<file path="src/rtl/gpio_in_conditioner.sv">
// Two-flop synchronized, per-bit debounced GPIO inputs with sticky edge flags and a masked irq.
// Build option: define GPIO_EDGE_CAPTURE_EN to enable rise/fall pending flags and irq; otherwise they read 0.
module gpio_in_conditioner #(
  parameter int               WIDTH           = 8,
  parameter int               DEBOUNCE_CYCLES = 4,
  parameter logic [WIDTH-1:0] RESET_VAL       = '0
) (
  input  logic             clk,
  input  logic             rst,
  input  logic [WIDTH-1:0] pad_in,
  input  logic [WIDTH-1:0] edge_clr,
  input  logic [WIDTH-1:0] irq_mask,
  output logic [WIDTH-1:0] gpio_port_in,
  output logic [WIDTH-1:0] rise_pending,
  output logic [WIDTH-1:0] fall_pending,
  output logic             irq
);

  localparam int            CW      = (DEBOUNCE_CYCLES > 1) ? $clog2(DEBOUNCE_CYCLES) : 1;
  localparam logic [CW-1:0] CNT_MAX = CW'(DEBOUNCE_CYCLES - 1);

  logic [WIDTH-1:0] sync1;
  logic [WIDTH-1:0] sync2;
  logic [WIDTH-1:0] stable;
  logic [CW-1:0]    cnt [WIDTH];
  logic [WIDTH-1:0] upd;

  // A bit commits when it has disagreed with the stable value for the full window.
  always_comb begin
    upd = '0;
    for (int i = 0; i < WIDTH; i++) begin
      upd[i] = (sync2[i] != stable[i]) && (cnt[i] == CNT_MAX);
    end
  end

  always_ff @(posedge clk) begin
    if (!rst) begin
      sync1  <= RESET_VAL;
      sync2  <= RESET_VAL;
      stable <= RESET_VAL;
      for (int i = 0; i < WIDTH; i++) begin
        cnt[i] <= '0;
      end
    end else begin
      sync1 <= pad_in;
      sync2 <= sync1;
      for (int i = 0; i < WIDTH; i++) begin
        if (sync2[i] == stable[i] || upd[i]) begin
          cnt[i] <= '0;
        end else begin
          cnt[i] <= cnt[i] + 1'b1;
        end
        if (upd[i]) begin
          stable[i] <= sync2[i];
        end
      end
    end
  end

  assign gpio_port_in = stable;

`ifdef GPIO_EDGE_CAPTURE_EN
  logic [WIDTH-1:0] rise_q;
  logic [WIDTH-1:0] fall_q;

  // Set has priority over clear so an edge landing with edge_clr is never lost.
  always_ff @(posedge clk) begin
    if (!rst) begin
      rise_q <= '0;
      fall_q <= '0;
    end else begin
      rise_q <= (rise_q & ~edge_clr) | (upd & sync2);
      fall_q <= (fall_q & ~edge_clr) | (upd & ~sync2);
    end
  end

  assign rise_pending = rise_q;
  assign fall_pending = fall_q;
  assign irq          = |((rise_q | fall_q) & irq_mask);
`else
  logic unused_edge_inputs;
  assign unused_edge_inputs = ^{edge_clr, irq_mask};
  assign rise_pending       = '0;
  assign fall_pending       = '0;
  assign irq                = 1'b0;
`endif

endmodule

</file>
<file path="config.mk">
export PLATFORM = sky130hd
export DESIGN_NAME = gpio_in_conditioner
export DESIGN_NICKNAME = d
export VERILOG_FILES = /design/src/rtl/gpio_in_conditioner.sv
export SDC_FILE = /design/constraint.sdc
export NUM_CORES = 1
export LEC_CHECK = 0
export CAP_MARGIN = 0
export CELL_PAD_IN_SITES_DETAIL_PLACEMENT = 1
export CELL_PAD_IN_SITES_GLOBAL_PLACEMENT = 1
export CORE_ASPECT_RATIO = 0.9
export CORE_MARGIN = 5
export CORE_UTILIZATION = 37
export CTS_CLUSTER_SIZE = 20
export DETAILED_ROUTE_END_ITERATION = 10
export GPL_ROUTABILITY_DRIVEN = 0
export PLACE_DENSITY = 0.79
export SYNTH_ARGS = -nofsm -noshare
export SYNTH_HDL_FRONTEND = slang
export SYNTH_SLANG_ARGS = --single-unit
</file>
<file path="constraint.sdc">
create_clock -name clk -period 1.6 [get_ports clk]
set_clock_uncertainty 0.15 [all_clocks]
set_input_delay 0.16 -clock clk [delete_from_list [all_inputs] [get_ports clk]]
set_output_delay 0.16 -clock clk [all_outputs]
set_load 0.02 [all_outputs]
</file>
# Word-level counts from Yosys, hierarchy flattened
# Memory sizes are Yosys's and may differ from the RTL's.
# Index checks and enable logic that the tools add are counted.
# W data, S select, Z words.
# op_classes
reduce_logical	16
n_eq_ne	24
bitwise_logic	16
n_addsub	8
mux	65
# ops
operator	n
$mux W1	49
$mux W2	16
$add A2 B1 Y2 const B	8
$eq A2 B2 Y1 const B	8
$or A1 B1 Y1	16
$eq A1 B1 Y1	8
$logic_and A1 B1 Y1	8
$logic_or A1 B1 Y1	8
$ne A1 B1 Y1	8
# word_totals
reg_bits	24
word_cells	140
mem_bits_rw	16
memories	1
input_bits	26
out_inout_bits	25
# memory_table
name	words	width	rd	rd_ports_with_merged_regs	wr	line	rtl
cnt	8	2	8	0	8	25	logic [CW-1:0] cnt [WIDTH];

# Depth between registers and ports, before layout
# Gate-level depths: netlist (run 1).
# An unclocked memory read counts as a cell.
# depth
word_depth	9
mapped_depth	3
depth_no_buf	3

# Worst setup path before layout (run 1)
# OpenSTA, ideal clock, no wires.
# synth_path
kind	flip-flop to flip-flop
start	register stable[2] (netlist: gpio_port_in[2])
end	memory cnt[0][5] (netlist name), data pin
setup_ns	0.257
required_ns	1.193
slack_ns	0.322
t_arrival_ns	0.871
stages_incl_launch_ff	3
synth_period_minus_slack_ns	1.278
path_buffers	0
cell_sequence	dfxtp_1 > xnor2_1 > and4bb_2
# synth_rtl
element	line	rtl
start, declared	24	logic [WIDTH-1:0] stable;
start signal, assigned by index	54	stable[i] <= sync2[i];
end, declared	25	

# Worst setup path after layout (run 1)
# layout_path
start	register stable[4] (netlist: gpio_port_in[4])
end	output gpio_port_in[4]
# layout_rtl
element	line	rtl
end, declared	13	output logic [WIDTH-1:0] gpio_port_in,
# No word-level cell between the ends.

==> results.md, run 1 <==
- Run status: completed
- Post-route setup TNS: 0 ns
- CP required: 1.29 ns
- Area Growth Syn to Fin: 17.5%
- Final Instance Area: 2010 µm²
- Max-cap violation count: 0
- Pins Over Slew Limit: 0
- HP Class: reg -> reg
- CTS tree: built
- Fmax: 740 MHz
- Area of placed instances: 1940 µm²
- Layout cell share with drive strength beyond 1: 12.2%
- First-pass GRT wire length: 4.62 mm
- HPWL after DPL: 2.20 mm
- I/O pins: 51
- Pwr Density: 941 nW/µm²
- Mapped Avg Cell Area: 13.5 µm²
- Antenna Cells: 0
- Clock Sinks: 40
- Drt drc: 0
- Critical path's slowest cell: dfxtp_1
- DR vias: 953
- Clk Latency, worst-skew pair: 0.28 ns
- LEAKAGE: 0.813 nW
- Chip width: 81.7 µm
- Post-route clock period utilization: 84.5%
- Total wire length: 2.85 mm
- Pin count of the biggest net entering global routing: 24
- Syn Inst Count: 127
- Mapped Area: 1710 µm²
- Root buffer cell: clkbuf_8
- Worst Path Class, Setup: reg -> out
- Layout Nets: 197
- Post-Synth Adder-Cell Area: 5.85%
- Synth Area in Compound Gates: 0%
- Kind of cell adding the most delay to the critical path: flip-flops
- Crit Path Max Fanout: 3
- Initial DRC count: 36
- Overall die area: 6080 µm²
- Clock H-tree levels: 2
- DR vias/cell: 4.22
- Die Y: 74.5 µm
- Distinct cells, synth: 16
- Antenna violations before repair: 0
- Rows: 23
- Worst IR Drop VDD: 0.000401 V
- Post-CTS setup buffers: 0
- Worst setup SP type: register
- Core footprint: 4460 µm²
- Filler instances: 482
- CTS resizes: 8
- Clk slew on worst S/H paths: 0.07 ns
- Vias in the first global route: 1,078
- Antenna Nets Post-Route: 0
- GRT Total Usage: 10.4%
- Final setup violating endpoints: 0
- Drt first pass iters: 2
- Cts bufs inserted: 5
- Min cycle time layout: 1.35 ns
- # hold bufs at CTS: 0
- Post-Synth Simple-Gate Area: 19.8%
- Max clock buf depth: 2
- RSZ-0062 raised after global routing: false
- Post-synthesis xor/xnor area fraction: 4.10%
- Top-area cell type share of the netlist area: 28.1%
- Critical path, cell by cell: dlygate4sd2_1
- Ys Warns: 0
- Element type at the critical path end: output pin
- Synth area leaders: dfxtp_1 (28%), edfxtp_1 (28%), buf_4 (7.5%)
- Register area share after synthesis: 56.2%
- Total global routing overflow: 0
- Yosys reg bits: 40
- Largest family of logic cells by synthesized area: simple AND/OR/NAND/NOR gates
- Largest area contributor in the netlist: dfxtp_1
- Buf/Inv on CP: 1
- Mux share of post-synthesis cell area: 4.68%
- Fin. Hold Viols: 0
- Critical Path Max Stage Delay: 0.40 ns
- WL/cell: 12.6 µm
- IO Port Bufs: 17
- CP arrival: 1.04 ns
- Initial Utilization: 38.3%
-- cell usage in the layout, fill, tap and decap left out --
cell / synthesis / layout
nor4b_2: 3 / 3
buf_4: 17 / 2
nor2b_1: 8 / 8
edfxtp_1: 16 / 16
dfxtp_1: 24 / 24
nor4b_1: 5 / 5
and2_1: 16 / 16
clkinv_2: 0 / 2
xnor2_1: 8 / 8
and4bb_2: 8 / 8
conb_1: 2 / 33
clkbuf_8: 0 / 5
mux2i_1: 8 / 8
dlygate4sd2_1: 0 / 8
clkinv_1: 0 / 1
ha_1: 8 / 8
clkdlybuf4s50_1: 0 / 9
-- power breakdown --
part / switching, W / internal [W]
Sequential: 0.0000195 / 0.00110
Combinational: 0.0000842 / 0.0000649
Clock: 0.000328 / 0.000296
Total: 0.000431 / 0.00146
-- cells by family (layout without fill, tap and decap cells) --
logic type,after synthesis,count (layout)
multiplexers,8,8
other,2,33
buffers and inverters,21,27
flip-flops,40,40
adder cells (fa/ha/maj),8,8
AND/OR/NAND/NOR,40,40
XOR/XNOR,8,8
-- layout make-up --
type / count / area [µm²] / area share (%)
multi-input combinational: 97 / 713 / 35.5
clock inverter: 3 / 13.8 / 0.685
tap: 62 / 77.6 / 3.86
timing repair buffer: 19 / 175 / 8.72
sequential: 40 / 961 / 47.8
clock buffer: 5 / 68.8 / 3.42
-- final timing paths --
kind                   startpoint               to  slack (ns)  depth (start not counted)
hold reg to reg          sync1[0]         sync2[0]        0.29                          1
setup reg to reg        cnt[0][2]        cnt[0][2]        0.25                          2
setup / recovery  gpio_port_in[4]  gpio_port_in[4]        0.25                          1
hold / removal           sync1[0]         sync2[0]        0.29                          1
-- metal layers --
layer / track usage, % / part of all wire (%)
met5: 0 / 0
met4: 5.17 / 1.5
met3: 3.63 / 4.7
met2: 19.5 / 55
met1: 10.1 / 39
-- sequential cells by signal, summed over array words and instances (netlist names) --
register / count
cnt: 16
gpio_port_in: 8
sync1: 8
sync2: 8
-- cells in the mapped netlist (all sizes together) --
master,instances
and2,16
and4bb,8
buf,19
clkbuf,2
conb,2
dfxtp,24
edfxtp,16
ha,8
mux2i,8
nor2b,8
nor4b,8
xnor2,8
-- metrics by stage --
stage          hold slack [ns]  setup slack, ns  power, W  std cells  util [%]
2_1_floorplan            0.137            0.322   0.00128        158         -
3_3_place_gp             0.267            0.181   0.00128        218      43.4
3_5_place_dp             0.271           0.0975   0.00129        218      43.4
4_1_cts                  0.287            0.219   0.00192        226      45.0
5_1_grt                  0.294            0.128   0.00198        226      45.0
6_report                 0.288            0.248   0.00189        226      45.0
Power figures use the tool's default switching activity.
==> inputs of run 2 (changes only) <==
==> constraint.sdc (replaced) <==
create_clock -name clk -period 1.4 [get_ports clk]
set_clock_uncertainty 0.15 [all_clocks]
set_input_delay 0.14 -clock clk [delete_from_list [all_inputs] [get_ports clk]]
set_output_delay 0.14 -clock clk [all_outputs]
set_load 0.02 [all_outputs]
==> run 2 against run 1 <==
  * Critical path depth increased by 1
  * Core utilization increased by 0.28 points
  * Via count increased by 0.42%
  * Wire length decreased by 0.67%
  * Die area unchanged
  * Worst setup slack got worse by 0.19 ns
  * Largest cell class unchanged
  * Highest routed layer unchanged
==> results.md, run 2 (synthesis gave the netlist of run 1 again) <==
- Run status: completed
- Max-cap violation count: 0 (unchanged)
- Crit Path Max Fanout: 2 (-1)
- Most frequent cells in the layout: conb_1 (33), dfxtp_1 (24), and2_1 (16), edfxtp_1 (16), clkdlybuf4s50_1 (9)
- CP required: 1.30 ns (about the same)
- Switching part of the total: 22.9% (+0.067 points)
- Worst Path Class, Setup: reg -> reg
- Antenna Nets Post-Route: 0 (unchanged)
- Clock share of power: 33.0% (about the same)
- RSZ-0062 raised after global routing: false
- HP Class: in -> reg
- Final setup violating endpoints: 0 (unchanged)
- Chip width: 81.7 µm (unchanged)
- Pins Over Slew Limit: 0 (unchanged)
- Vias in the first global route: 1,078 (unchanged)
- Root buffer cell: clkbuf_8
- # hold bufs at CTS: 0 (unchanged)
- Hold path start: pad_in[4]
- Worst setup SP type: register
- Rows: 23 (unchanged)
- Critical R2R Launch: cnt[1][6]
- Min cycle time layout: 1.35 ns
- Reg-to-reg slack, setup: 0.05 ns (-0.19 ns)
- Net switching power: 0.000495 W (+15%)
- Antenna Cells: 0 (unchanged)
- Filler instances: 481 (-0.21%)
- Largest reg by FF count: cnt
- Worst hold margin: 0.278 ns (-0.00932 ns)
- Commonest non-fill, non-tap cell in the layout: conb_1
- LEAKAGE: 0.816 nW (+0.37%)
- CP arrival: 1.24 ns (+0.20 ns)
- Sequential power share: 59.1% (about the same)
- Pwr Density: 1070 nW/µm² (+14%)
- GRT Total Usage: 10.4% (unchanged)
- Initial DRC count: 37 (+2.8%)
- Clk slew on worst S/H paths: 0.07 ns (about the same)
- Layout Nets: 197 (unchanged)
- Drt first pass iters: 3 (+1)
- FF-to-FF path depth: 2 (unchanged)
- Fin. Hold Viols: 0 (unchanged)
- Clock Sinks: 40 (unchanged)
- IO Port Bufs: 17 (unchanged)
- Max clock buf depth: 2 (unchanged)
- Post-route setup TNS: 0 ns (unchanged)
- Antenna violations before repair: 0 (unchanged)
- Overall die area: 6080 µm² (unchanged)
- Overall power: 0.00216 W (+14%)
- Total global routing overflow: 0 (unchanged)
- Cts bufs inserted: 5 (unchanged)
- WL/cell: 12.5 µm (-0.67%)
- Fmax: 743 MHz
- Core footprint: 4460 µm² (unchanged)
- DR vias/cell: 4.23 (+0.42%)
- WHS Endpoint: sync1[4]
- HPWL after DPL: 2.20 mm (unchanged)
- Drt drc: 0 (unchanged)
- Comb pwr share: 7.9% (about the same)
- Worst r2r dst: cnt[1][7]
- Layout cell share with drive strength beyond 1: 13.4% (+1.2 points)
- First-pass GRT wire length: 4.62 mm (unchanged)
- Area Growth Syn to Fin: 18.2%
- I/O pins: 51 (unchanged)
- Worst IR Drop VDD: 0.000454 V (+13%)
- Internal Pwr Total: 0.00167 W (+14%)
- CTS tree: built
- Die Y: 74.5 µm (unchanged)
- Element type at the critical path end: register
- Total wire length: 2.83 mm (-0.67%)
- Area of placed instances: 1940 µm² (unchanged)
- Max reg flops: 16 (unchanged)
- Final Instance Area: 2020 µm² (+0.62%)
- Clock H-tree levels: 2 (unchanged)
- Worst Hold Depth: 2 (+1)
- Pin count of the biggest net entering global routing: 24 (unchanged)
- Initial Utilization: 38.3% (unchanged)
- Post-route clock period utilization: 96.1%
- DR vias: 957 (+0.42%)
- Clk Latency, worst-skew pair: 0.29 ns (about the same)
## run 2: timing repair
action,in CTS,in global routing
gates resized for setup,8,2
setup endpoints to repair,8,2
buffers inserted,0,0
## run 2: per-stage QoR
step | utilization (%) | worst slack (ns) | std cells
after global routing | 45.3 | 0.000325 | 226
final | 45.3 | 0.0546 | 226
after detailed placement | 43.4 | -0.0825 | 218
after floorplan | - | 0.122 | 158
after CTS | 45.0 | 0.0193 | 226
after global placement | 43.4 | 0.00102 | 218
## run 2: metal layers
metal	global-route usage [%]	routed length, µm
met1	10.1	1060
met2	19.5	1560
met3	3.63	138
met4	5.17	65
met5	0	0
## run 2: layout make-up
type                       count  area [µm²]  area share, %
tap                           62        77.6           3.84
clock inverter                 3        13.8          0.681
multi-input combinational     97         726           35.9
timing repair buffer          19         175           8.66
clock buffer                   5        68.8           3.40
sequential                    40         961           47.5
## run 2: worst max-delay path, cell delays in order (launching register included)
cell	delay, ns
edfxtp_1	0.42
ha_1	0.32
and4bb_2	0.22
## run 2: worst max-delay path by stage
| stage | startpoint | to | slack (ns) |
|---|---|---|---|
| 3_5_place_dp | rst | cnt[0][2] | -0.08 |
| 2_1_floorplan | gpio_port_in[2] | cnt[0][5] | 0.12 |
| 6_report | cnt[1][6] | cnt[1][7] | 0.05 |
| 3_3_place_gp | rst | cnt[1][0] | 0.001 |
| 5_1_grt | cnt[0][0] | cnt[0][0] | 0.0003 |
| 4_1_cts | cnt[0][2] | cnt[0][2] | 0.02 |
## run 2: power groups by stage
stage	clock network (W)	logic, W	registers (W)
6_report	0.000713	0.000172	0.00128
5_1_grt	0.000797	0.000191	0.00128
3_5_place_dp	0	0.000171	0.00131
3_3_place_gp	0	0.000158	0.00130
2_1_floorplan	0	0.000156	0.00130
4_1_cts	0.000741	0.000170	0.00128
